`src/rtl/acc_pkg.sv`:
```
// Shared constants for the saturating accumulator bank: default widths,
// saturation rails at the default accumulator width, and the channel-index width rule.
package acc_pkg;

  localparam int DEF_DATA_W = 16;
  localparam int DEF_ACC_W  = 16;
  localparam int DEF_NUM_CH = 4;

  localparam logic [DEF_ACC_W-1:0] SAT_MAX = {1'b0, {(DEF_ACC_W-1){1'b1}}};
  localparam logic [DEF_ACC_W-1:0] SAT_MIN = {1'b1, {(DEF_ACC_W-1){1'b0}}};

  // A single channel still needs a one-bit index so the port never collapses.
  function automatic int ch_width(input int numCh);
    return (numCh <= 2) ? 1 : $clog2(numCh);
  endfunction

endpackage

```
`src/rtl/acc_bank_sat_if.sv`:
```
// Term-input and result-output streams of the accumulator bank.
// The slave modport is the bank side; master is the producer/consumer side.
interface acc_bank_sat_if #(
  parameter int DATA_W = 16,
  parameter int ACC_W  = 16,
  parameter int CH_W   = 2
);

  logic              in_valid;
  logic              in_ready;
  logic [CH_W-1:0]   in_ch;
  logic [DATA_W-1:0] in_data;
  logic              in_last;
  logic              out_valid;
  logic              out_ready;
  logic [CH_W-1:0]   out_ch;
  logic [ACC_W-1:0]  out_data;
  logic              out_sat;

  modport slave (
    input  in_valid, in_ch, in_data, in_last, out_ready,
    output in_ready, out_valid, out_ch, out_data, out_sat
  );

  modport master (
    output in_valid, in_ch, in_data, in_last, out_ready,
    input  in_ready, out_valid, out_ch, out_data, out_sat
  );

endinterface

```
`src/rtl/acc_bank_sat_sat_add.sv`:
```
// Combinational saturating adder: accumulator plus sign-extended term,
// clamped to the signed ACC_W range, with a flag when clamping happened.
module sat_add
  import acc_pkg::*;
#(
  parameter int DATA_W = DEF_DATA_W,
  parameter int ACC_W  = DEF_ACC_W
) (
  input  logic [ACC_W-1:0]  i_acc,
  input  logic [DATA_W-1:0] i_data,
  output logic [ACC_W-1:0]  o_sum,
  output logic              o_sat
);

  localparam logic [ACC_W-1:0] LMAX = {1'b0, {(ACC_W-1){1'b1}}};
  localparam logic [ACC_W-1:0] LMIN = {1'b1, {(ACC_W-1){1'b0}}};

  logic [ACC_W:0] w_wide;

  assign w_wide = {i_acc[ACC_W-1], i_acc}
                + {{(ACC_W+1-DATA_W){i_data[DATA_W-1]}}, i_data};

  // Top two bits disagreeing means the sum left the ACC_W range; bit ACC_W gives the direction.
  always_comb begin
    o_sum = w_wide[ACC_W-1:0];
    o_sat = 1'b0;
    if (w_wide[ACC_W] != w_wide[ACC_W-1]) begin
      o_sat = 1'b1;
      o_sum = w_wide[ACC_W] ? LMIN : LMAX;
    end
  end

endmodule

```
`src/rtl/acc_bank_sat.sv`:
```
// Multi-channel saturating accumulator bank with a single registered result stage.
// Optional ACC_BANK_RELU_EN: emitted results are clamped at zero (ReLU).
module acc_bank_sat
  import acc_pkg::*;
#(
  parameter int DATA_W = DEF_DATA_W,
  parameter int ACC_W  = DEF_ACC_W,
  parameter int NUM_CH = DEF_NUM_CH
) (
  input  logic           clk,
  input  logic           reset,
  input  logic           clr,
  acc_bank_sat_if.slave  bus
);

  localparam int CH_W = ch_width(NUM_CH);

  logic [ACC_W-1:0] r_acc [NUM_CH];
  logic [NUM_CH-1:0] r_sticky;
  logic              r_outValid;
  logic [CH_W-1:0]   r_outCh;
  logic [ACC_W-1:0]  r_outData;
  logic              r_outSat;

  logic              w_inReady;
  logic              w_accept;
  logic              w_chOk;
  logic [ACC_W-1:0]  w_accSel;
  logic              w_stickySel;
  logic [ACC_W-1:0]  w_sum;
  logic              w_sat;
  logic [ACC_W-1:0]  w_resData;

  assign w_inReady = ~clr & (~r_outValid | bus.out_ready);
  assign w_accept  = bus.in_valid & w_inReady;
  assign w_chOk    = int'(bus.in_ch) < NUM_CH;

  // Out-of-range channels read as zero so no X leaks into the adder; their beats are dropped anyway.
  assign w_accSel    = w_chOk ? r_acc[bus.in_ch] : '0;
  assign w_stickySel = w_chOk ? r_sticky[bus.in_ch] : 1'b0;

  sat_add #(
    .DATA_W (DATA_W),
    .ACC_W  (ACC_W)
  ) u_satAdd (
    .i_acc  (w_accSel),
    .i_data (bus.in_data),
    .o_sum  (w_sum),
    .o_sat  (w_sat)
  );

`ifdef ACC_BANK_RELU_EN
  assign w_resData = w_sum[ACC_W-1] ? '0 : w_sum;
`else
  assign w_resData = w_sum;
`endif

  always_ff @(posedge clk) begin
    if (reset || clr) begin
      for (int i = 0; i < NUM_CH; i++) r_acc[i] <= '0;
      r_sticky <= '0;
    end else if (w_accept && w_chOk) begin
      if (bus.in_last) begin
        r_acc[bus.in_ch]    <= '0;
        r_sticky[bus.in_ch] <= 1'b0;
      end else begin
        r_acc[bus.in_ch]    <= w_sum;
        r_sticky[bus.in_ch] <= w_stickySel | w_sat;
      end
    end
  end

  // A last beat is only accepted when the stage is empty or being popped, so loading never overwrites a held result.
  always_ff @(posedge clk) begin
    if (reset) begin
      r_outValid <= 1'b0;
      r_outCh    <= '0;
      r_outData  <= '0;
      r_outSat   <= 1'b0;
    end else if (w_accept && w_chOk && bus.in_last) begin
      r_outValid <= 1'b1;
      r_outCh    <= bus.in_ch;
      r_outData  <= w_resData;
      r_outSat   <= w_stickySel | w_sat;
    end else if (r_outValid && bus.out_ready) begin
      r_outValid <= 1'b0;
    end
  end

  assign bus.in_ready  = w_inReady;
  assign bus.out_valid = r_outValid;
  assign bus.out_ch    = r_outCh;
  assign bus.out_data  = r_outData;
  assign bus.out_sat   = r_outSat;

endmodule

```
`src/flat_wrapper.sv`:
```
// flat-port wrapper written by rule: the top's interface ports become plain ports
module acc_bank_sat_flat import acc_pkg::*;
#(
  parameter int DATA_W = DEF_DATA_W,
  parameter int ACC_W  = DEF_ACC_W,
  parameter int NUM_CH = DEF_NUM_CH
)
  (clk, reset, clr, bus_in_valid, bus_in_ch, bus_in_data, bus_in_last, bus_out_ready, bus_in_ready, bus_out_valid, bus_out_ch, bus_out_data, bus_out_sat);
  acc_bank_sat_if #(.DATA_W(DATA_W), .ACC_W(ACC_W), .CH_W(2)) bus_i ();
  input  logic clk;
  input  logic reset;
  input  logic clr;
  input wire logic [$bits(bus_i.in_valid)-1:0] bus_in_valid;
  input wire logic [$bits(bus_i.in_ch)-1:0] bus_in_ch;
  input wire logic [$bits(bus_i.in_data)-1:0] bus_in_data;
  input wire logic [$bits(bus_i.in_last)-1:0] bus_in_last;
  input wire logic [$bits(bus_i.out_ready)-1:0] bus_out_ready;
  output wire logic [$bits(bus_i.in_ready)-1:0] bus_in_ready;
  output wire logic [$bits(bus_i.out_valid)-1:0] bus_out_valid;
  output wire logic [$bits(bus_i.out_ch)-1:0] bus_out_ch;
  output wire logic [$bits(bus_i.out_data)-1:0] bus_out_data;
  output wire logic [$bits(bus_i.out_sat)-1:0] bus_out_sat;
  assign bus_i.in_valid = bus_in_valid;
  assign bus_i.in_ch = bus_in_ch;
  assign bus_i.in_data = bus_in_data;
  assign bus_i.in_last = bus_in_last;
  assign bus_i.out_ready = bus_out_ready;
  assign bus_in_ready = bus_i.in_ready;
  assign bus_out_valid = bus_i.out_valid;
  assign bus_out_ch = bus_i.out_ch;
  assign bus_out_data = bus_i.out_data;
  assign bus_out_sat = bus_i.out_sat;
  acc_bank_sat #(.DATA_W(DATA_W), .ACC_W(ACC_W), .NUM_CH(NUM_CH)) u_core (.clk(clk), .reset(reset), .clr(clr), .bus(bus_i));
endmodule
```
`config.mk`:
```
export PLATFORM = sky130hd
export DESIGN_NAME = acc_bank_sat_flat
export DESIGN_NICKNAME = d
export VERILOG_FILES = /design/src/rtl/acc_pkg.sv /design/src/rtl/acc_bank_sat_if.sv /design/src/rtl/acc_bank_sat_sat_add.sv /design/src/rtl/acc_bank_sat.sv /design/src/flat_wrapper.sv
export SDC_FILE = /design/constraint.sdc
export NUM_CORES = 1
export LEC_CHECK = 0
export ABC_AREA = 0
export BUFFER_PORTS_ARGS = -buffer_cell sky130_fd_sc_hd__buf_2
export CAP_MARGIN = 10
export CELL_PAD_IN_SITES_DETAIL_PLACEMENT = 1
export CELL_PAD_IN_SITES_GLOBAL_PLACEMENT = 1
export CORE_AREA = 2 2 92 160
export DETAILED_ROUTE_END_ITERATION = 12
export DIE_AREA = 0 0 94 162
export GPL_ROUTABILITY_DRIVEN = 1
export PLACE_DENSITY_LB_ADDON = 0.1
export SKIP_CTS_REPAIR_TIMING = 1
export SLEW_MARGIN = 10
export SYNTH_ARGS = -nofsm -noshare
export SYNTH_HDL_FRONTEND = slang
export SYNTH_SLANG_ARGS = --single-unit
```
`constraint.sdc`:
```
create_clock -name clk -period 6.67 [get_ports clk]
set_clock_uncertainty 0.05 [all_clocks]
set_input_delay 0.667 -clock clk [delete_from_list [all_inputs] [get_ports clk]]
set_output_delay 0.667 -clock clk [all_outputs]
set_load 0.01 [all_outputs]
```
==> impl_results.md <==
* H-tree levels at 3
* Root Buffer: clkbuf_16
* Wirelength per Cell at 22.9 µm
* Post-Syn Instances at 405
* Grt ovf at 0
* Rows at 57
* M3 GR Usage at 2.27%
* Rel. slew slack at 22.2%
* Fin cells at 621
* Antenna violations before repair at 0
* Worst VDD drop at 0.000112 V
* Reg2reg start: u_core.r_acc[1][0]$_SDFFCE_PN0P_
* Slowest Stage Delay on Critical Path at 0.95 ns
* Worst path buffer plus inverter count at 1
* Final setup viols at 0
* Final nets at 480
* Clk_lat worst skew at 0.34 ns
* Area contributors post-synth: edfxtp_1, dfxtp_1, mux4_2
* Ant diodes at 0
* Leak at 2.20 nW
* WL final at 14200 µm
* Post-synth EDFFs at 64
* Pwr Total at 1.53 mW
* CP arrival at 4.71 ns
* Worst Hold Class: flop to flop
* Flop and latch count out of synthesis at 88
* Synthesis Warnings at 0
* TNS Setup at 0 ns
* IO Count at 45
* Hold Slack at 0.411 ns
* Die width at 94 µm
* Synth top area share at 40.2%
* Final hold violations at 0
* Most used routing layer: met2
* Clock buffer depth at 2
* CTS sink cnt at 88
* RePlAce Congestion at 0.786
* Initial Util at 34.4%
* Most common cell after layout, fill and taps aside: edfxtp_1
* Buffers on Ports at 44
* Height of the die at 162 µm
* Avg Inst Size Synth at 11.8 µm²
* Crit path max-delay family: compound AO/OA/AOI/OAI gates
* GRT Util Overall at 19.8%
* Detailed-route vias per instance at 5.63
* PwrDens at 280 nW/µm²
* Worst-Margin Slew at 1.16 ns
* DP Worst Slack at 1.70 ns
* Layout cell share with drive strength beyond 1 at 24.5%
* Met2 Track Usage GR at 36.3%
* ANT nets after route at 0
* Critical-path maximum fanout at 23
* DRC violations left at 0
* Placed Cells at 605
* CP Capture Type: flop
* Vias in the first global route at 3802
* Initial DRT Pass Iterations at 4
* Die area at 15200 µm²
* First-pass GRT wire length at 22300 µm
* Period utilization at 70.5%
* Crit-path cells: buf_2, mux4_2, ha_1, fa_1, a211oi_1, o211ai_1, a2111oi_0, nor3_1, o211ai_2, a21oi_1
* Tmin final at 4.70 ns
* Top FF cell, synth: edfxtp_1
* Hold_sp: u_core.bus.out_ch[1]$_SDFFE_PP0P_
* Layout area overhead at 14.0%
* Startpoint Class: primary input
* WP data required at 6.67 ns
* TritonCTS clock tree: yes
* Sequential area share after synthesis at 50.3%
* Fmax achieved at 0.213 GHz
* Max-cap violations at 0
* Syn Nets at 446
* Netlist Area Pre-Place at 4780 µm²
* Number of buffers created by CTS at 9
* Outcome: complete, no violations
* Vias at 3497
* Crit path kind: primary input to flop
* Top cell type by total area after synthesis: edfxtp_1
* Largest net degree at the start of global routing at 30
* Worst setup margin at 1.97 ns
* Distinct cells, synth at 62
* RSZ-0062 raised after global routing: false
* Fillers at 1534
* Critical path's slowest cell: a2111oi_0
* Initial drt markers at 127
* CORE AREA at 13900 µm²
* Met1 Use GR at 23.2%
* Async SR Flop Fraction at 0%
* Critical Path Source: bus_in_ch[0]
* Post-DP HPWL at 9850 µm
* Pins Over Slew Limit at 0
* Most frequent cells in the layout: edfxtp_1, nor2_1, buf_2, a21oi_1, dfxtp_1
* Clk slew on worst S/H paths at 0.07 ns
## metrics by stage
step | utilization [%] | instance area, µm²
6_report | 39.2 | 5450
2_1_floorplan | - | 4780
3_3_place_gp | 36.8 | 5120
3_5_place_dp | 36.8 | 5120
5_1_grt | 39.2 | 5450
4_1_cts | 39.2 | 5450
## worst paths after layout
check	endpoint	slack, ns	depth (start not counted)
max reg2reg	u_core.r_acc[1][12]$_SDFFCE_PN0P_	2.65	9
min reg2reg	u_core.bus.out_ch[1]$_SDFFE_PP0P_	0.41	2
max	u_core.r_acc[1][12]$_SDFFCE_PN0P_	1.97	10
min	u_core.bus.out_ch[1]$_SDFFE_PP0P_	0.41	2
## cells in the mapped netlist, types with 8 or more instances
cell / instances
edfxtp_1: 64
a32oi_2: 9
ha_1: 16
clkbuf_1: 12
xnor2_1: 8
o21ai_0: 18
a21oi_1: 26
dfxtp_1: 24
mux4_2: 16
nand2_1: 18
nand3_1: 13
nor2_1: 63
or2_2: 8
## power by group
group | internal, mW | switching, mW
logic | 0.122 | 0.216
clock network | 0.334 | 0.229
registers | 0.616 | 0.00989
total | 1.07 | 0.455
## sequential cells by signal (all words and copies together), names as in the netlist
| register | cells |
|---|---|
| u_core.bus.out_ch | 2 |
| u_core.r_acc | 64 |
| u_core.bus.out_sat | 1 |
| u_core.r_sticky | 4 |
| u_core.bus.out_valid | 1 |
| u_core.bus.out_data | 16 |
## kinds of logic after synthesis
logic type / count (synthesis) / share of synthesized area [%]
mux: 19 / 8.20
simple gates: 137 / 13.5
compound gates: 109 / 18.9
xor+xnor: 10 / 1.83
flops: 88 / 50.3
fa+ha+maj: 18 / 4.82
buf+inv: 24 / 2.43
## worst reg2reg max path: stages, from the launching register on
cell and delay (ns):
edfxtp_1 0.38, mux4_2 0.45, ha_1 0.25, fa_1 0.44, a211oi_1 0.33, o211ai_1 0.30
a2111oi_0 0.95, nor3_1 0.19, o211ai_2 0.30, a21oi_1 0.11
## routing by layer
layer | share of wire, % | vias to the layer above
li1 | - | 1638
met1 | 41 | 1791
met2 | 55 | 48
met3 | 1.4 | 20
met4 | 3.0 | 0
met5 | 0 | -
## cell type report
| cell class | instances | area [µm²] | area share, % |
|---|---|---|---|
| clock inverters | 7 | 103 | 1.88 |
| flip-flops and latches | 88 | 2400 | 44.1 |
| clock buffers | 9 | 225 | 4.14 |
| multi-input cells | 293 | 2260 | 41.5 |
| well taps | 177 | 221 | 4.07 |
| repair buffers | 45 | 228 | 4.18 |
| inverters | 2 | 7.51 | 0.138 |
(Power assumes the default switching activity.)
